### config.mk
export PLATFORM = sky130hd
export DESIGN_NAME = lsu_split
export DESIGN_NICKNAME = d
export VERILOG_FILES = /design/src/rtl/lsu_split_pkg.sv /design/src/rtl/lsu_split_align.sv /design/src/rtl/lsu_split.sv
export SDC_FILE = /design/constraint.sdc
export NUM_CORES = 1
export LEC_CHECK = 0
export BUFFER_PORTS_ARGS = -buffer_cell sky130_fd_sc_hd__buf_2
export CAP_MARGIN = 15
export CELL_PAD_IN_SITES_DETAIL_PLACEMENT = 1
export CELL_PAD_IN_SITES_GLOBAL_PLACEMENT = 1
export CORE_ASPECT_RATIO = 1.2
export CORE_UTILIZATION = 33
export CTS_BUF_LIST = sky130_fd_sc_hd__clkbuf_4 sky130_fd_sc_hd__clkbuf_8
export DETAILED_ROUTE_END_ITERATION = 8
export PLACE_DENSITY_LB_ADDON = 0.25
export SLEW_MARGIN = 25
export SYNTH_ARGS = -nofsm -noshare
export SYNTH_HDL_FRONTEND = slang
export SYNTH_SLANG_ARGS = --single-unit
### constraint.sdc
create_clock -name clock -period 2.75 [get_ports clock]
set_input_delay 0 -clock clock [delete_from_list [all_inputs] [get_ports clock]]
set_output_delay 0 -clock clock [all_outputs]
set_load 0.05 [all_outputs]
### src/rtl/lsu_split_pkg.sv
// Shared constants for the split-capable load/store unit: FSM encodings,
// access sizes and the fixed AXI fields.
package lsu_split_pkg;

    typedef logic [2:0] state_t;

    localparam state_t S_IDLE  = 3'd0;
    localparam state_t S_RREQ  = 3'd1;
    localparam state_t S_RRESP = 3'd2;
    localparam state_t S_WREQ  = 3'd3;
    localparam state_t S_WADDR = 3'd4;
    localparam state_t S_WDATA = 3'd5;
    localparam state_t S_WRESP = 3'd6;
    localparam state_t S_HOLD  = 3'd7;

    localparam logic [1:0] SZ_B = 2'd0;
    localparam logic [1:0] SZ_H = 2'd1;
    localparam logic [1:0] SZ_W = 2'd2;
    localparam logic [1:0] SZ_D = 2'd3;

    localparam logic [1:0] RESP_OKAY      = 2'b00;
    localparam logic [7:0] AXI_LEN        = 8'd0;
    localparam logic [1:0] AXI_BURST_INCR = 2'b01;
    localparam logic [3:0] AXI_ID         = 4'd0;
    localparam logic       AXI_WLAST      = 1'b1;

    // A doubleword access cannot be expressed by a 32-bit datapath.
    function automatic logic size_illegal(input logic [1:0] sz, input int xlen);
        return (sz == SZ_D) && (xlen < 64);
    endfunction

endpackage

### src/rtl/lsu_split_align.sv
// Combinational address/lane logic: beat addresses and sizes, store lane
// placement with strobes, and load byte extraction with sign/zero extension.
module lsu_split_align
    import lsu_split_pkg::*;
#(
    parameter int XLEN  = 32,
    parameter int BUS_W = 32
) (
    input  logic [2:0]           ls,
    input  logic [31:0]          addr,
    input  logic [XLEN-1:0]      wdata,
    input  logic                 beat,
    input  logic [2*BUS_W-1:0]   merge,
    output logic                 split,
    output logic [31:0]          beat_addr,
    output logic [2:0]           beat_size,
    output logic [BUS_W-1:0]     beat_wdata,
    output logic [BUS_W/8-1:0]   beat_wstrb,
    output logic [XLEN-1:0]      ldata
);

    localparam int BB   = BUS_W / 8;
    localparam int OFFW = $clog2(BB);
    localparam int XB   = XLEN / 8;

    logic [OFFW-1:0]      off;
    logic [3:0]           nbytes;
    logic [31:0]          aligned;
    logic [8:0]           mask;
    logic [2*BUS_W-1:0]   wide_wdata;
    logic [2*BB-1:0]      wide_strb;
    logic [XLEN-1:0]      shifted;
    logic                 msb;
    logic [7:0]           fill;

    assign off     = addr[OFFW-1:0];
    assign nbytes  = 4'd1 << ls[1:0];
    assign split   = (5'(off) + 5'(nbytes)) > 5'(BB);
    assign aligned = {addr[31:OFFW], {OFFW{1'b0}}};

    assign beat_addr = split ? (aligned + (beat ? 32'(BB) : 32'd0)) : addr;
    assign beat_size = split ? 3'(OFFW) : {1'b0, ls[1:0]};

    // Stores are laid out over two bus words; each beat drives one half.
    assign mask       = (9'd1 << nbytes) - 9'd1;
    assign wide_wdata = (2*BUS_W)'(wdata) << {off, 3'b000};
    assign wide_strb  = (2*BB)'(mask) << off;
    assign beat_wdata = beat ? wide_wdata[2*BUS_W-1:BUS_W] : wide_wdata[BUS_W-1:0];
    assign beat_wstrb = beat ? wide_strb[2*BB-1:BB] : wide_strb[BB-1:0];

    assign shifted = XLEN'(merge >> {off, 3'b000});

    always_comb begin
        case (ls[1:0])
            SZ_B:    msb = shifted[7];
            SZ_H:    msb = shifted[15];
            SZ_W:    msb = shifted[31];
            default: msb = shifted[XLEN-1];
        endcase
    end

    assign fill = (ls[2] && msb) ? 8'hFF : 8'h00;

    generate
        for (genvar gi = 0; gi < XB; gi++) begin : g_ext
            assign ldata[gi*8 +: 8] = (4'(gi) < nbytes) ? shifted[gi*8 +: 8] : fill;
        end
    endgenerate

endmodule

### src/rtl/lsu_split.sv
// Load/store unit with separate AXI read/write channels, misaligned access
// splitting into two beats, bus-error reporting and flush at any point.
module lsu_split
    import lsu_split_pkg::*;
#(
    parameter int XLEN  = 32,
    parameter int BUS_W = 32
) (
    input  logic                 clock,
    input  logic                 reset,
    input  logic                 flush,
    input  logic                 in_valid,
    output logic                 in_ready,
    input  logic [3:0]           ls,
    input  logic [XLEN-1:0]      addr,
    input  logic [XLEN-1:0]      wdata,
    input  logic                 out_ready,
    output logic                 out_valid,
    output logic [XLEN-1:0]      out_rdata,
    output logic                 out_fault,
    output logic                 arvalid,
    input  logic                 arready,
    output logic [31:0]          araddr,
    output logic [2:0]           arsize,
    output logic [7:0]           arlen,
    output logic [1:0]           arburst,
    output logic [3:0]           arid,
    input  logic                 rvalid,
    output logic                 rready,
    input  logic [BUS_W-1:0]     rdata,
    input  logic [1:0]           rresp,
    output logic                 awvalid,
    input  logic                 awready,
    output logic [31:0]          awaddr,
    output logic [2:0]           awsize,
    output logic [7:0]           awlen,
    output logic [1:0]           awburst,
    output logic [3:0]           awid,
    output logic                 wvalid,
    input  logic                 wready,
    output logic [BUS_W-1:0]     axi_wdata,
    output logic [BUS_W/8-1:0]   wstrb,
    output logic                 wlast,
    input  logic                 bvalid,
    output logic                 bready,
    input  logic [1:0]           bresp
);

    state_t              state_reg, state_next;
    logic                drop_reg, drop_next;
    logic                fault_reg, fault_next;
    logic                beat_reg, beat_next;
    logic [2*BUS_W-1:0]  merge_reg, merge_next;
    logic [3:0]          ls_reg, ls_next;
    logic [XLEN-1:0]     addr_reg, addr_next;
    logic [XLEN-1:0]     wdata_reg, wdata_next;

    logic                accept;
    logic                done;
    logic                bus_state;
    logic                split;
    logic [31:0]         beat_addr;
    logic [2:0]          beat_size;
    logic [XLEN-1:0]     ldata;

    lsu_split_align #(.XLEN(XLEN), .BUS_W(BUS_W)) u_align (
        .ls         (ls_reg[2:0]),
        .addr       (addr_reg[31:0]),
        .wdata      (wdata_reg),
        .beat       (beat_reg),
        .merge      (merge_reg),
        .split      (split),
        .beat_addr  (beat_addr),
        .beat_size  (beat_size),
        .beat_wdata (axi_wdata),
        .beat_wstrb (wstrb),
        .ldata      (ldata)
    );

    assign in_ready  = ((state_reg == S_IDLE) || ((state_reg == S_HOLD) && out_ready)) && !flush;
    assign accept    = in_ready && in_valid;
    assign bus_state = (state_reg != S_IDLE) && (state_reg != S_HOLD);

    always_comb begin
        state_next = state_reg;
        drop_next  = drop_reg;
        fault_next = fault_reg;
        beat_next  = beat_reg;
        merge_next = merge_reg;
        ls_next    = ls_reg;
        addr_next  = addr_reg;
        wdata_next = wdata_reg;
        done       = 1'b0;

        case (state_reg)
            S_RREQ:  if (arready) state_next = S_RRESP;
            S_RRESP: begin
                if (rvalid) begin
                    if (beat_reg) merge_next[2*BUS_W-1:BUS_W] = rdata;
                    else          merge_next[BUS_W-1:0]       = rdata;
                    if (rresp != RESP_OKAY) begin
                        fault_next = 1'b1;
                        done       = 1'b1;
                    end else if (split && !beat_reg) begin
                        beat_next  = 1'b1;
                        state_next = S_RREQ;
                    end else begin
                        done = 1'b1;
                    end
                end
            end
            S_WREQ: begin
                case ({awready, wready})
                    2'b11:   state_next = S_WRESP;
                    2'b10:   state_next = S_WDATA;
                    2'b01:   state_next = S_WADDR;
                    default: state_next = S_WREQ;
                endcase
            end
            S_WADDR: if (awready) state_next = S_WRESP;
            S_WDATA: if (wready)  state_next = S_WRESP;
            S_WRESP: begin
                if (bvalid) begin
                    if (bresp != RESP_OKAY) begin
                        fault_next = 1'b1;
                        done       = 1'b1;
                    end else if (split && !beat_reg) begin
                        beat_next  = 1'b1;
                        state_next = S_WREQ;
                    end else begin
                        done = 1'b1;
                    end
                end
            end
            S_HOLD: begin
                if (flush || (out_ready && !in_valid)) state_next = S_IDLE;
            end
            default: ;
        endcase

        // Bus handshakes are never withdrawn; a flush only suppresses the result.
        if (bus_state && flush) drop_next = 1'b1;

        if (done) begin
            if (drop_reg || flush) begin
                state_next = S_IDLE;
                drop_next  = 1'b0;
            end else begin
                state_next = S_HOLD;
            end
        end

        if (accept) begin
            ls_next    = ls;
            addr_next  = addr;
            wdata_next = wdata;
            merge_next = '0;
            beat_next  = 1'b0;
            drop_next  = 1'b0;
            fault_next = size_illegal(ls[1:0], XLEN);
            if (size_illegal(ls[1:0], XLEN)) state_next = S_HOLD;
            else if (ls[3])                  state_next = S_RREQ;
            else                             state_next = S_WREQ;
        end
    end

    always_ff @(posedge clock) begin
        if (!reset) begin
            state_reg <= S_IDLE;
            drop_reg  <= 1'b0;
            fault_reg <= 1'b0;
            beat_reg  <= 1'b0;
            merge_reg <= '0;
            ls_reg    <= '0;
            addr_reg  <= '0;
            wdata_reg <= '0;
        end else begin
            state_reg <= state_next;
            drop_reg  <= drop_next;
            fault_reg <= fault_next;
            beat_reg  <= beat_next;
            merge_reg <= merge_next;
            ls_reg    <= ls_next;
            addr_reg  <= addr_next;
            wdata_reg <= wdata_next;
        end
    end

    assign arvalid = (state_reg == S_RREQ);
    assign rready  = (state_reg == S_RRESP);
    assign awvalid = (state_reg == S_WREQ) || (state_reg == S_WADDR);
    assign wvalid  = (state_reg == S_WREQ) || (state_reg == S_WDATA);
    assign bready  = (state_reg == S_WRESP);

    assign araddr  = beat_addr;
    assign awaddr  = beat_addr;
    assign arsize  = beat_size;
    assign awsize  = beat_size;
    assign arlen   = AXI_LEN;
    assign awlen   = AXI_LEN;
    assign arburst = AXI_BURST_INCR;
    assign awburst = AXI_BURST_INCR;
    assign arid    = AXI_ID;
    assign awid    = AXI_ID;
    assign wlast   = AXI_WLAST;

    assign out_valid = (state_reg == S_HOLD);
    assign out_fault = (state_reg == S_HOLD) && fault_reg;
    assign out_rdata = ((state_reg == S_HOLD) && ls_reg[3] && !fault_reg) ? ldata : '0;

endmodule

* Yosys cells after proc, flatten, opt, wreduce, memory -nomap -nowiden
Index checks and enable logic that the tools add are counted.
** Operators by class
- Add/subtract/negate cells :: 3
- $lt $le $gt $ge :: 5
- Equality and inequality tests :: 31
- Shift-type cells :: 5
- Mux-type cells :: 50
- Bitwise gates (word level) :: 2
- Reductions and logical operators :: 34
** Operator list (number)
- 32-bit two-way mux :: 3
- 32-bit by 5-bit left shift with 64-bit output :: 1
- 64-bit by 5-bit >> shifter with 32-bit output :: 1
- 3-bit two-way mux :: 15
- 8-bit two-way mux :: 5
- 32-bit adder :: 1
- 3-bit one-hot mux with 7 select lines :: 1
- 1-bit two-way mux :: 18
- 4-bit by 1-bit inequality test with 1-bit output, second input constant :: 4
- 4-bit inequality test, second input constant :: 4
- 3-bit equality test, second input constant :: 4
- 1-bit logical AND :: 11
- 11-bit AND reduction :: 1
- 5-bit AND reduction :: 2
- 3-bit one-hot mux with 3 select lines :: 1
- 9-bit nonzero test :: 1
- 1-bit by 4-bit less-than comparator with 1-bit output, first input constant :: 2
- 2-bit by 4-bit less-than comparator with 1-bit output, first input constant :: 2
- 2-bit inequality test, second input constant :: 4
- 4-bit by 2-bit inequality test with 1-bit output, second input constant :: 2
- 1-bit one-hot mux with 2 select lines :: 4
- 1-bit by 4-bit left shift with 8-bit output, first input constant :: 1
- 8-bit by 2-bit left shift with 8-bit output :: 1
- 8-bit by 1-bit subtractor with 8-bit output, second input constant :: 1
- other kinds (21) :: 40
** Word-level totals
- Register bits :: 138
- Input port bits :: 114
- Output and inout bits :: 175
- Word-level logic and storage cells :: 139

* Depth between registers and ports, before layout
- Word-level depth :: 10
- Depth in mapped cells :: 15
- Depth with buffers taken out :: 11

* By module
A second synthesis with hierarchy kept.
** Unflattened totals
- Cell total of the unflattened synthesis :: 1151
- Area, all modules :: 8926.1 um^2
** Modules (own cells, without submodules)
- lsu_split :: instances 1, cells an instance 761, area each 5948.2 um^2, seq. area each 2762.6 um^2
- lsu_split_align :: instances 1, cells an instance 390, area each 2977.9 um^2, seq. area each 0.0 um^2

* Worst setup path before layout
OpenSTA, ideal clock, no wires.
- Path kind :: reg2out
- Start point :: register ls_reg[1]
- End point :: output port awaddr[31]
- Data arrival time :: 3778 ps
- Data required time :: 2750 ps
- Setup slack :: -1028 ps
- Cell stages (with the launch flop) :: 15
- Buffers on the path :: 3
- Path through :: dfxtp_1 -> buf_2 -> clkbuf_1 -> clkinv_1 -> nand2_1 -> xnor2_1 -> ha_1 -> nand2b_1 -> o22ai_4 -> o21ai_2 -> nand4_2 -> or2_1 -> nor3_2 -> xor2_1 -> buf_4
** Between the ends
- Word-level cells in the longest chain between the ends :: 4
** Ends and longest elaborated chain
- start, declared :: RTL line lsu_split.sv:54 : logic [3:0] ls_reg, ls_next;
- start signal, assigned :: RTL line lsu_split.sv:183 : ls_reg <= ls_next;
- 1-bit by 2-bit left shift with 4-bit output :: RTL line lsu_split_align.sv:37 : assign nbytes = 4'd1 << ls[1:0];
- 2-bit by 4-bit adder with 5-bit output :: RTL line lsu_split_align.sv:38 : assign split = (5'(off) + 5'(nbytes)) > 5'(BB);
- 5-bit by 3-bit > comparator with 1-bit output :: RTL line lsu_split_align.sv:38
- 32-bit two-way mux :: RTL line lsu_split_align.sv:41 : assign beat_addr = split ? (aligned + (beat ? 32'(BB) : 32'd0)) : addr;
- end, declared :: RTL line lsu_split.sv:34 : output logic [31:0] awaddr,
No other way between the ends.

* Worst setup path after layout
- Start point :: register ls_reg[0]
- End point :: output port araddr[30]
** Between the ends
- Word-level cells in the longest chain between the ends :: 4
** Ends and longest elaborated chain
- 1-bit by 2-bit left shift with 4-bit output :: RTL line lsu_split_align.sv:37
- 2-bit by 4-bit adder with 5-bit output :: RTL line lsu_split_align.sv:38
- 5-bit by 3-bit > comparator with 1-bit output :: RTL line lsu_split_align.sv:38
- 32-bit two-way mux :: RTL line lsu_split_align.sv:41
- end, declared :: RTL line lsu_split.sv:23 : output logic [31:0] araddr,
No other way between the ends.

==> flow_metrics.env <==
export IMPL_rsz0062_at_grt="true"
export IMPL_leakagePower_nw=5.16
export IMPL_root_buffer="clkbuf_8"
export IMPL_grt_usage_pct=23.5
export IMPL_max_vdd_ir_drop_mv=0.364
export IMPL_io_pins=289
export IMPL_worst_pin_slew_ns=0.916
export IMPL_viasPerCell=5.00
export IMPL_largest_reg_flops=56
export IMPL_dp_hpwl_um=20700
export IMPL_slew_violations=0
export IMPL_die_h_um=175
export IMPL_synth_common_cells="301 x nand2_1, 130 x dfxtp_1, 90 x nor2_1"
export IMPL_synth_most_common_cell="nand2_1"
export IMPL_cp_num_cells=14
export IMPL_rr_worst_depth=12
export IMPL_rows=62
export IMPL_hold_class="input pin to flip-flop"
export IMPL_setup_violations=40
export IMPL_worst_r2r_setup_slack_ns=0.17
export IMPL_nets=1525
export IMPL_slowest_delay_ns=0.36
export IMPL_syn_avg_cell_area_um2=7.68
export IMPL_hold_viol_final=0
export IMPL_synth_top_cell_area_share_pct=31.6
export IMPL_dr_first_iter_drc_count=360
export IMPL_final_setup_worst_slack_ns=-0.190
export IMPL_startpoint="ls_reg[0]"
export IMPL_drive_above_1_share_pct=32.9
export IMPL_initial_utilization_pct=34.0
export IMPL_maxCapViolations=0
export IMPL_syn_inst=1072
export IMPL_synthTopCellsByArea="dfxtp_1 32%, nand2_1 14%, mux4_2 7.7%, a21boi_0 6.3%, buf_4 6.0%"
export IMPL_clock_latency_ns=0.46
export IMPL_grt_max_degree=59
export IMPL_crit_fanout=5
export IMPL_die_w_um=146
export IMPL_synth_compound_area_share_pct=18.6
export IMPL_fin_util_pct=51.3
export IMPL_crit_type="flip-flop to primary output"
export IMPL_place_congestion=0.819
export IMPL_ys_seq_area_share_pct=31.6
export IMPL_yosys_area_share_simple_pct=23.0
export IMPL_startpoint_type="flip-flop"
export IMPL_crit_path_end_kind="primary output"
export IMPL_powerDensity_nw_per_um2=625
export IMPL_synthXorXnorAreaFrac_pct=3.19
export IMPL_fin_crit_ns=2.94
export IMPL_synth_cell_types=58
export IMPL_wirelength_um=30300
export IMPL_crit_family="simple AND/OR/NAND/NOR gates"
export IMPL_endpoint="araddr[30]"
export IMPL_routedWlPerCell_um=17.4
export IMPL_yosysTopAreaCell="dfxtp_1"
export IMPL_finClkSkew_ns=0.0200
export IMPL_ys_seq_elements=130
export IMPL_synth_area_um2=8240
export IMPL_grt_pass1_vias=8909
export IMPL_path_buf_inv=4
export IMPL_synth_edf_count=0
export IMPL_drc_errors=0
export IMPL_area_delta_synth_final_pct=50.9
export IMPL_core_um2=24200
export IMPL_r2r_start="ls_reg[0]"
export IMPL_timing_hold_ws_ns=0.0528
export IMPL_antenna_found_initial=0
export IMPL_maxSlewHeadroom_pct=38.9
export IMPL_fmax_mhz=340
export IMPL_grt_pass1_wl_um=47500
export IMPL_antenna_cells=0
export IMPL_synth_warnings=0
export IMPL_cts_buffers_inserted=17
export IMPL_power_mw=7.76
export IMPL_status="finished, violations left"
export IMPL_route_vias_total=8677
export IMPL_dieArea_um2=25600
export IMPL_cts_max_level=4
export IMPL_violations="setup timing"
export IMPL_io_buffers=257
export IMPL_crit_required_ns=2.75
export IMPL_critical_path_arrival_ns=2.94
export IMPL_fillers=2915
export IMPL_synth_mux_area_share_pct=12.0
export IMPL_cts_tree="done"
export IMPL_clock_path_buffers=2
export IMPL_clock_sinks=130
export IMPL_fin_crit_sh_pct=107
export IMPL_dr_pass1_iters=4
export IMPL_r2r_end="state_reg[1]"
export IMPL_synthAdderAreaFrac_pct=1.22
export IMPL_synthArstFlopShare_pct=0
export IMPL_crit_slowest_cell="dfxtp_2"
export IMPL_antenna_left=0
export IMPL_ys_flop_type="dfxtp_1"
export IMPL_synth_top_family_by_area="simple AND/OR/NAND/NOR gates"
export IMPL_clk_pin_slew_ns=0.08
export IMPL_grt_ovfl_total=0
export IMPL_crit_chain="buf_6 > nor2_8 > ha_4 > ha_4 > nor2_2 > a31o_1 > o21ai_4 > and4_4 > buf_4 > buf_8 > nand3_4 > nor2_4 > xnor2_4 > buf_6"
-- cell families after synthesis --
kind of cell,Yosys count
and+or+nand+nor,454
AOI/OAI and AO/OA,233
buffers and inverters,152
DFF,130
muxes,63
xor gates and xnor gates,30
adders and majority gates,8
other,2
-- worst min-delay path: stages --
cell and delay (ns):
buf_2 0.13, nand2_1 0.08, a211oi_1 0.07, a21oi_1 0.13
nor2_1 0.04
-- power by group --
part / internal [mW] / total [mW] / switching (mW)
Combinational: 1.23 / 3.44 / 2.20
Sequential: 2.08 / 2.37 / 0.284
Clock: 1.05 / 1.96 / 0.910
Total: 4.36 / 7.76 / 3.40
-- worst min-delay path by stage --
| stage | start | slack (ns) | end | depth (start not counted) |
|---|---|---|---|---|
| final | rvalid | 0.05 | beat_reg | 5 |
| after detailed placement | rdata[28] | 0.25 | merge_reg[28] | 3 |
| after global placement | rdata[27] | 0.25 | merge_reg[27] | 3 |
| after CTS | rvalid | 0.02 | beat_reg | 5 |
| after floorplan | rdata[0] | 0.14 | merge_reg[0] | 2 |
| after global routing | rvalid | 0.05 | beat_reg | 5 |
-- metrics by stage --
step	TNS, ns	instance area (um2)	cells	worst slack (ns)
floorplan	-0.577	8980	1101	-0.173
global placement	-0.00861	10200	1582	-0.00472
detailed placement	-0.111	10200	1582	-0.0553
CTS	-2.73	12100	1727	-0.178
global route	-9.97	12400	1736	-0.330
finish	-3.41	12400	1736	-0.190
-- placed cells by master (no fill, tap or decap), types with 32 or more instances in the layout --
| cell type | n |
|---|---|
| nand2_1 | 293 |
| a21boi_0 | 68 |
| nor2_1 | 81 |
| buf_4 | 58 |
| buf_6 | 63 |
| a21oi_1 | 76 |
| dfxtp_1 | 124 |
| buf_2 | 180 |
| dlygate4sd3_1 | 102 |
| mux2i_1 | 32 |
-- metal layers --
| metal | share of wire [%] | GRT usage, % |
|---|---|---|
| met5 | 0 | 0 |
| met3 | 4.2 | 3.66 |
| met1 | 42 | 28.5 |
| met2 | 51 | 41.9 |
| met4 | 2.9 | 8.25 |
-- what timing repair did --
item                                    CTS  global route
hold buffers                            102             0
gates resized for setup                 119            85
setup buffers                            11            10
pin swaps                                15            13
hold endpoints to repair                128             0
endpoints found under the setup margin  107            90
gates cloned                              1             1
-- layout make-up --
type | count | area (um2) | area share, %
clock inverter | 14 | 214 | 1.72
timing repair buffer | 421 | 3290 | 26.5
tap | 320 | 400 | 3.22
inverter | 14 | 65.1 | 0.524
clock buffer | 18 | 248 | 1.99
sequential | 130 | 2620 | 21.1
multi-input combinational | 819 | 5590 | 45.0
No activity file was read; power rests on OpenSTA's default activity.
